--- src/rtl/hba_pkg.sv ---
// Shared HBA bus definitions: default widths, arbiter state encoding and
// the maximum number of bus masters an arbiter may serve.
package hba_pkg;

  localparam int HBA_DBUS_WIDTH        = 8;
  localparam int HBA_PERIPH_ADDR_WIDTH = 4;
  localparam int HBA_REG_ADDR_WIDTH    = 8;
  localparam int HBA_ADDR_WIDTH        = HBA_PERIPH_ADDR_WIDTH + HBA_REG_ADDR_WIDTH;
  localparam int HBA_MAX_MASTERS       = 8;

  typedef enum logic [1:0] {
    ARB_IDLE    = 2'd0,
    ARB_GRANTED = 2'd1,
    ARB_RELEASE = 2'd2
  } arb_state_e;

  // Width of a master index; never narrower than one bit.
  function automatic int hba_ptr_width(input int n);
    return (n > 1) ? $clog2(n) : 1;
  endfunction

endpackage

--- src/rtl/hba_rr_picker.sv ---
// Round-robin winner selection: searches upward from ptr+1, wrapping modulo
// NUM_MASTERS; the first asserted request wins. Purely combinational.
module hba_rr_picker #(
  parameter int NUM_MASTERS = 2,
  parameter int PTR_W       = 1
) (
  input  logic [NUM_MASTERS-1:0] req,
  input  logic [PTR_W-1:0]       ptr,
  output logic [NUM_MASTERS-1:0] win_oh,
  output logic [PTR_W-1:0]       win_idx,
  output logic                   any_req
);

  localparam int unsigned NM = NUM_MASTERS;

  logic             found;
  logic [PTR_W-1:0] cand;

  // Rotating priority search starting just above the last owner
  always_comb begin
    win_oh  = '0;
    win_idx = ptr;
    found   = 1'b0;
    cand    = '0;
    for (int unsigned k = 1; k <= NM; k++) begin
      cand = PTR_W'((32'(ptr) + k) % NM);
      if (!found && req[cand]) begin
        found   = 1'b1;
        win_idx = cand;
      end
    end
    if (found) begin
      win_oh[win_idx] = 1'b1;
    end
  end

  assign any_req = |req;

endmodule

--- src/rtl/hba_arbiter_rr.sv ---
// Round-robin HBA bus arbiter with grant-gated master-to-slave bus mux.
// Guarantees idle bus cycles between owners (RELEASE then IDLE).
// Optional select-without-xferack timeout: define HBA_ARB_TIMEOUT_EN.
module hba_arbiter_rr
  import hba_pkg::*;
#(
  parameter int NUM_MASTERS    = 2,
  parameter int DBUS_WIDTH     = HBA_DBUS_WIDTH,
  parameter int ADDR_WIDTH     = HBA_ADDR_WIDTH,
  parameter int TIMEOUT_CYCLES = 255
) (
  input  logic                              hba_clk,
  input  logic                              hba_reset_n,
  input  logic [NUM_MASTERS-1:0]            hba_mrequest,
  output logic [NUM_MASTERS-1:0]            hba_mgrant,
  input  logic [NUM_MASTERS*ADDR_WIDTH-1:0] hba_abus_m,
  input  logic [NUM_MASTERS-1:0]            hba_rnw_m,
  input  logic [NUM_MASTERS-1:0]            hba_select_m,
  input  logic [NUM_MASTERS*DBUS_WIDTH-1:0] hba_dbus_m,
  input  logic                              hba_xferack,
  output logic [ADDR_WIDTH-1:0]             hba_abus,
  output logic                              hba_rnw,
  output logic                              hba_select,
  output logic [DBUS_WIDTH-1:0]             hba_dbus_wr,
  output logic                              hba_arb_err
);

  localparam int          PTR_W = hba_ptr_width(NUM_MASTERS);
  localparam int unsigned NM    = NUM_MASTERS;

  if (NUM_MASTERS < 2 || NUM_MASTERS > HBA_MAX_MASTERS) begin : g_bad_cfg
    $error("hba_arbiter_rr: NUM_MASTERS out of range");
  end

  arb_state_e             state_q, state_d;
  logic [NUM_MASTERS-1:0] grant_q, grant_d;
  logic [PTR_W-1:0]       ptr_q, ptr_d;
  logic [NUM_MASTERS-1:0] pick_oh;
  logic [PTR_W-1:0]       pick_idx;
  logic                   any_req;
  logic                   owner_req;
  logic                   timeout_hit;

  hba_rr_picker #(
    .NUM_MASTERS(NUM_MASTERS),
    .PTR_W      (PTR_W)
  ) u_picker (
    .req    (hba_mrequest),
    .ptr    (ptr_q),
    .win_oh (pick_oh),
    .win_idx(pick_idx),
    .any_req(any_req)
  );

  assign owner_req = |(hba_mrequest & grant_q);

  // State, grant and last-owner pointer registers
  always_ff @(posedge hba_clk) begin
    if (!hba_reset_n) begin
      state_q <= ARB_IDLE;
      grant_q <= '0;
      ptr_q   <= PTR_W'(NUM_MASTERS - 1);
    end else begin
      state_q <= state_d;
      grant_q <= grant_d;
      ptr_q   <= ptr_d;
    end
  end

  // Next-state: grant from IDLE, hold while owner requests, one RELEASE cycle
  always_comb begin
    state_d = state_q;
    grant_d = grant_q;
    ptr_d   = ptr_q;
    case (state_q)
      ARB_IDLE: begin
        if (any_req) begin
          grant_d = pick_oh;
          ptr_d   = pick_idx;
          state_d = ARB_GRANTED;
        end
      end
      ARB_GRANTED: begin
        // A timed-out owner keeps the pointer, so it becomes lowest priority
        if (!owner_req || timeout_hit) begin
          grant_d = '0;
          state_d = ARB_RELEASE;
        end
      end
      ARB_RELEASE: begin
        grant_d = '0;
        state_d = ARB_IDLE;
      end
      default: begin
        grant_d = '0;
        state_d = ARB_IDLE;
      end
    endcase
  end

  // Outputs: registered grant, bus fields OR-ed over grant-gated masters
  always_comb begin
    hba_mgrant  = grant_q;
    hba_abus    = '0;
    hba_dbus_wr = '0;
    hba_rnw     = 1'b0;
    hba_select  = 1'b0;
    for (int unsigned i = 0; i < NM; i++) begin
      hba_abus    = hba_abus | (hba_abus_m[i*ADDR_WIDTH +: ADDR_WIDTH] & {ADDR_WIDTH{grant_q[i]}});
      hba_dbus_wr = hba_dbus_wr | (hba_dbus_m[i*DBUS_WIDTH +: DBUS_WIDTH] & {DBUS_WIDTH{grant_q[i]}});
      hba_rnw     = hba_rnw | (hba_rnw_m[i] & grant_q[i]);
      hba_select  = hba_select | (hba_select_m[i] & grant_q[i]);
    end
  end

`ifdef HBA_ARB_TIMEOUT_EN
  localparam int CNT_W = ($clog2(TIMEOUT_CYCLES + 1) < 8) ? 8 : $clog2(TIMEOUT_CYCLES + 1);

  logic [CNT_W-1:0] cnt_q, cnt_d;
  logic             err_q;

  // Timeout counter and one-cycle error pulse
  always_ff @(posedge hba_clk) begin
    if (!hba_reset_n) begin
      cnt_q <= '0;
      err_q <= 1'b0;
    end else begin
      cnt_q <= cnt_d;
      err_q <= timeout_hit;
    end
  end

  // Count granted select cycles without xferack; fire on the limit
  always_comb begin
    cnt_d       = '0;
    timeout_hit = 1'b0;
    if (state_q == ARB_GRANTED && !hba_xferack) begin
      if (hba_select) begin
        if (cnt_q == CNT_W'(TIMEOUT_CYCLES - 1)) begin
          timeout_hit = owner_req;
        end else begin
          cnt_d = cnt_q + 1'b1;
        end
      end else begin
        cnt_d = cnt_q;
      end
    end
  end

  assign hba_arb_err = err_q;
`else
  logic unused_cfg;

  assign timeout_hit = 1'b0;
  assign hba_arb_err = 1'b0;
  assign unused_cfg  = hba_xferack ^ (TIMEOUT_CYCLES != 0);
`endif

endmodule

--- config.mk ---
export PLATFORM = sky130hd
export DESIGN_NAME = hba_arbiter_rr
export DESIGN_NICKNAME = d
export VERILOG_FILES = /design/src/rtl/hba_pkg.sv /design/src/rtl/hba_rr_picker.sv /design/src/rtl/hba_arbiter_rr.sv
export SDC_FILE = /design/constraint.sdc
export NUM_CORES = 1
export LEC_CHECK = 0
export ABC_AREA = 1
export CAP_MARGIN = 20
export CORE_AREA = 2 2 39 41
export DETAILED_ROUTE_END_ITERATION = 12
export DIE_AREA = 0 0 41 43
export DONT_BUFFER_PORTS = 1
export HOLD_SLACK_MARGIN = 0.02
export MAX_ROUTING_LAYER = met4
export PLACE_DENSITY = 0.54
export RECOVER_POWER = 100
export REMOVE_ABC_BUFFERS = 1
export SLEW_MARGIN = 20
export SYNTH_ARGS = -nofsm -noshare
export SYNTH_HDL_FRONTEND = slang
export SYNTH_SLANG_ARGS = --single-unit
--- constraint.sdc ---
create_clock -name hba_clk -period 1.2 [get_ports hba_clk]
set_input_delay 0.12 -clock hba_clk [delete_from_list [all_inputs] [get_ports hba_clk]]
set_output_delay 0.12 -clock hba_clk [all_outputs]
set_load 0.05 [all_outputs]
Word level (Yosys, flattened, before mapping)
Cells that the tools add are included.
{ "word_totals": {"regBits": 5, "input_bits": 49, "out_inout_bits": 25, "word_cells": 50} }
{ "classes": {"n_addsub": 2, "order_cmp": 4, "n_eq_ne": 3, "mux": 17, "bitwise_logic": 13, "n_reduce_logical": 8} }
{ "ops": {"columns": ["operator", "count"], "rows": [
  ["12-bit AND", 2],
  ["8-bit AND", 2],
  ["12-bit bitwise OR", 1],
  ["2-bit 2-to-1 mux", 5],
  ["1-bit 2-to-1 mux", 9],
  ["8-bit bitwise OR", 1],
  ["2-bit one-hot mux with 2 select lines", 2],
  ["1-bit by 2-bit < comparator with 1-bit output (second input constant)", 3],
  ["1-bit AND", 4],
  ["2-bit != test (second input constant)", 2],
  ["2-bit AND reduction", 2],
  ["2-bit OR reduction", 2],
  ["1-bit adder (second input constant)", 2],
  ["2-bit AND", 1],
  ["2-bit by 1-bit equality test with 1-bit output (second input constant)", 1],
  ["1-bit logical AND", 2],
  ["2-bit logical NOT", 1],
  ["1-bit bitwise OR", 2],
  ["1-bit demux with 1-bit select", 1],
  ["1-bit >= comparator (second input constant)", 1],
  ["1-bit logical NOT", 1]
]} }

Depth between registers and ports, before layout
{ "depth": {"word_depth": 14, "depth_mapped": 7, "mapped_depth_nobuf": 7} }

Hierarchy
Synthesis repeated with hierarchy kept, for this count alone.
{ "hier_totals": {"cells_unflattened": 67, "area_unflattened_um2": 461.7} }
{ "by_module_without_submodules": {"columns": ["mod", "instances", "cells_each", "area_per_inst_um2", "seq_area_each_um2"], "rows": [
  ["hba_arbiter_rr", 1, 58, 425.4, 100.1],
  ["hba_rr_picker", 1, 9, 36.3, 0.0]
]} }

Least setup slack after synthesis
OpenSTA, ideal clock, no wires.
{ "synth_timing": {"path_kind": "reg-to-output", "start": "register grant_q[0], in the netlist hba_mgrant[0]", "end": "output hba_abus[0]", "arrival_ps": 1421, "required_ps": 1080, "path_slack_ps": -341, "path_stages_with_launch": 3, "path_buffers": 1, "cell_sequence": "dfxtp_1 buf_2 a22o_1"} }
{ "synth_via": {"elab_chain_cells": 2} }
{ "synth_rtl": {"columns": ["element", "line_no", "text"], "rows": [
  ["start, declared", "hba_arbiter_rr.sv:36", "logic [NUM_MASTERS-1:0] grant_q, grant_d;"],
  ["start signal, assigned", "hba_arbiter_rr.sv:65", "grant_q <= grant_d;"],
  ["12-bit AND", "hba_arbiter_rr.sv:109", "hba_abus = hba_abus | (hba_abus_m[i*ADDR_WIDTH +: ADDR_WIDTH] & {ADDR_WIDTH{grant_q[i]}});"],
  ["12-bit bitwise OR", "hba_arbiter_rr.sv:109", null],
  ["end, declared", "hba_arbiter_rr.sv:21", "output logic [ADDR_WIDTH-1:0] hba_abus,"]
]} }
No other way between the ends.

Final worst setup path
{ "layout_timing": {"start": "register grant_q[0], in the netlist hba_mgrant[0]", "end": "output hba_rnw"} }
{ "layout_via": {"elab_chain_cells": 2} }
{ "layout_rtl": {"columns": ["element", "line_no", "text"], "rows": [
  ["1-bit AND", "hba_arbiter_rr.sv:111", "hba_rnw = hba_rnw | (hba_rnw_m[i] & grant_q[i]);"],
  ["1-bit bitwise OR", "hba_arbiter_rr.sv:111", null],
  ["end, declared", "hba_arbiter_rr.sv:22", "output logic hba_rnw,"]
]} }
No other way between the ends.

==> flow_summary.ini <==
[placed_design]
placedCellCount = 102
dpl.hpwl_um = 1410
place.port_buffers = 0
place_congestion = 0.666

[yosys]
yosys_warnings = 0
seq_area_frac_synth_pct = 22.1
syn_area_um2 = 453
synth-seq-cells = 5
syn_inst = 65
ys_types = 12
postSynthAreaPerCell_um2 = 6.97

[pwr]
p_leak_nw = 0.496
powerDensity_nw_per_um2 = 1460
irDropWorstVdd_mv = 0.921

[final_layout]
syn2layout_area_growth_pct = 140
num-nets-final = 144
antenna_cells = 0
drive_gt1_share_pct = 44.7
final_cells = 110

[status]
status = finished with violations
violations = negative setup slack

[drt]
dr_total_vias = 623
drc = 0
dr.pass1.iters = 4
post_drt_wl_per_cell_um = 20.0
drt_iter0_markers = 11
vias_per_cell = 5.66
drtAntennaViolNets = 0
routed_wl_um = 2200

[sta]
post-route-period-util_pct = 106
hold_violations = 0
hold_ws_ns = 0.0538
rsz0062_at_grt = yes
min_period_ns = 1.28
max_freq_ghz = 0.783
finalSetupViolCount = 22
timing.final.ws_setup_ns = -0.0767
slew_violations = 0
skew_ns = 0.000669

[global_route]
grt_max_degree = 25
grt_antenna_before_repair = 0
gr-total-overflow = 0
grt_util_all_layers_pct = 19.0
grt_pass1_wl_um = 2260
grt_pass1_vias = 498

[job]
drv_cap = 0

[floorplan]
start_util_pct = 32.7
ios = 74
fp-row-count = 14
die_area_um2 = 1760
fp.dieH_um = 43
coreArea_um2 = 1380
fp.dieW_um = 41

[worst_setup_path]
crit_path_end_kind = primary output
cp-start-kind = flop
required_ns = 1.08
worstPathArrival_ns = 1.16
crit_type = flop to primary output
critical_path_peak_fanout = 24

[clocking]
cts_sinks = 5
cts_root_buffer = clkbuf_4
clock_latency_ns = 0.24
cts.path.max_buffers = 2
cts_tree = done
numCtsBuffers = 3
clkTransAtPathRegs_ns = 0.04
htree_levels = 1

[hold_path]
hold_class = input pin to flop
-- worst max-delay path: stages, from the launching register on --
cell and delay [ns]:
dfxtp_2 0.33, buf_12 0.16, a22o_1 0.27, buf_12 0.16
-- Yosys cell counts --
library cell,number,area share (%)
a21oi_1,1,1.1
a22o_1,22,43
buf_2,4,4.4
buf_4,1,1.7
conb_1,1,0.83
dfxtp_1,5,22
inv_1,5,4.1
nand2_1,12,9.9
nand2_2,1,1.4
nor2_1,10,8.3
nor4_1,1,1.4
o21ai_1,2,2.2
-- kinds of logic (layout without fill, tap and decap cells) --
family / after synthesis / count (layout) / synth area share, %
AND/OR/NAND/NOR: 24 / 24 / 21.0
flip-flops: 5 / 5 / 22.1
AO/OA/AOI/OAI: 25 / 25 / 45.9
buffers and inverters: 10 / 39 / 10.2
other: 1 / 1 / 0.828
-- area by class of cell --
class / instances / area, um2
multi-input combinational: 50 / 368
clock buffer: 4 / 26.3
tap: 16 / 20.0
fill: 90 / 297
sequential: 5 / 105
inverter: 5 / 18.8
timing repair buffer: 30 / 549
-- timing repair --
| action | in CTS | in global routing |
|---|---|---|
| gates resized for setup | 2 | 8 |
| hold endpoints to repair | 2 | 0 |
| setup endpoints to repair | 22 | 22 |
| hold buffers | 1 | 0 |
| setup buffers | 0 | 1 |
| cloned | 0 | 2 |
-- routing by layer --
layer  up-vias  global-route usage [%]  wire, um
met4         0                    8.00         8
li1        294                       -         -
met2        44                    31.3      1180
met5         -                       -         0
met3         4                    6.28       253
met1       281                    19.6       749
-- cell usage in the layout, fill, tap and decap left out, types with 2 or more instances in the layout --
cell type / count
nor2_1: 10
clkbuf_4: 3
nand2_1: 12
buf_4: 3
buf_12: 24
a22o_4: 7
inv_1: 5
o21ai_1: 2
a22o_1: 15
dfxtp_1: 3
-- report_power, final --
group          internal, mW  leakage, nW  switching [mW]
logic                 0.560        0.438           0.624
registers             0.189       0.0424          0.0214
clock network         0.125       0.0150          0.0622
-- state kept, by name (all words and copies together) (netlist names) --
register and count:
state_q 2, hba_mgrant 2, ptr_q 1
-- per-stage QoR --
step,instance area [um2],setup TNS [ns],worst slack (ns),total power [mW],util (%)
2_1_floorplan,425,-11.50,-0.472,0.776,-
3_3_place_gp,941,0,0.200,1.29,68.0
3_5_place_dp,941,0,0.188,1.30,68.0
4_1_cts,987,-1.11,-0.0544,1.51,71.3
5_1_grt,1090,-1.71,-0.0962,1.65,78.6
6_report,1090,-1.12,-0.0767,1.58,78.6
-- worst paths after layout --
| kind | startpoint | endpoint | slack (ns) | cells after the start |
|---|---|---|---|---|
| setup / recovery | hba_mgrant[0] | hba_rnw | -0.08 | 3 |
| hold / removal | hba_reset_n | state_q[0] | 0.05 | 2 |
| setup reg to reg | state_q[1] | hba_mgrant[1] | 0.23 | 5 |
| hold reg to reg | state_q[1] | state_q[1] | 0.45 | 1 |
Note: power is estimated with default switching activity, not from simulation.
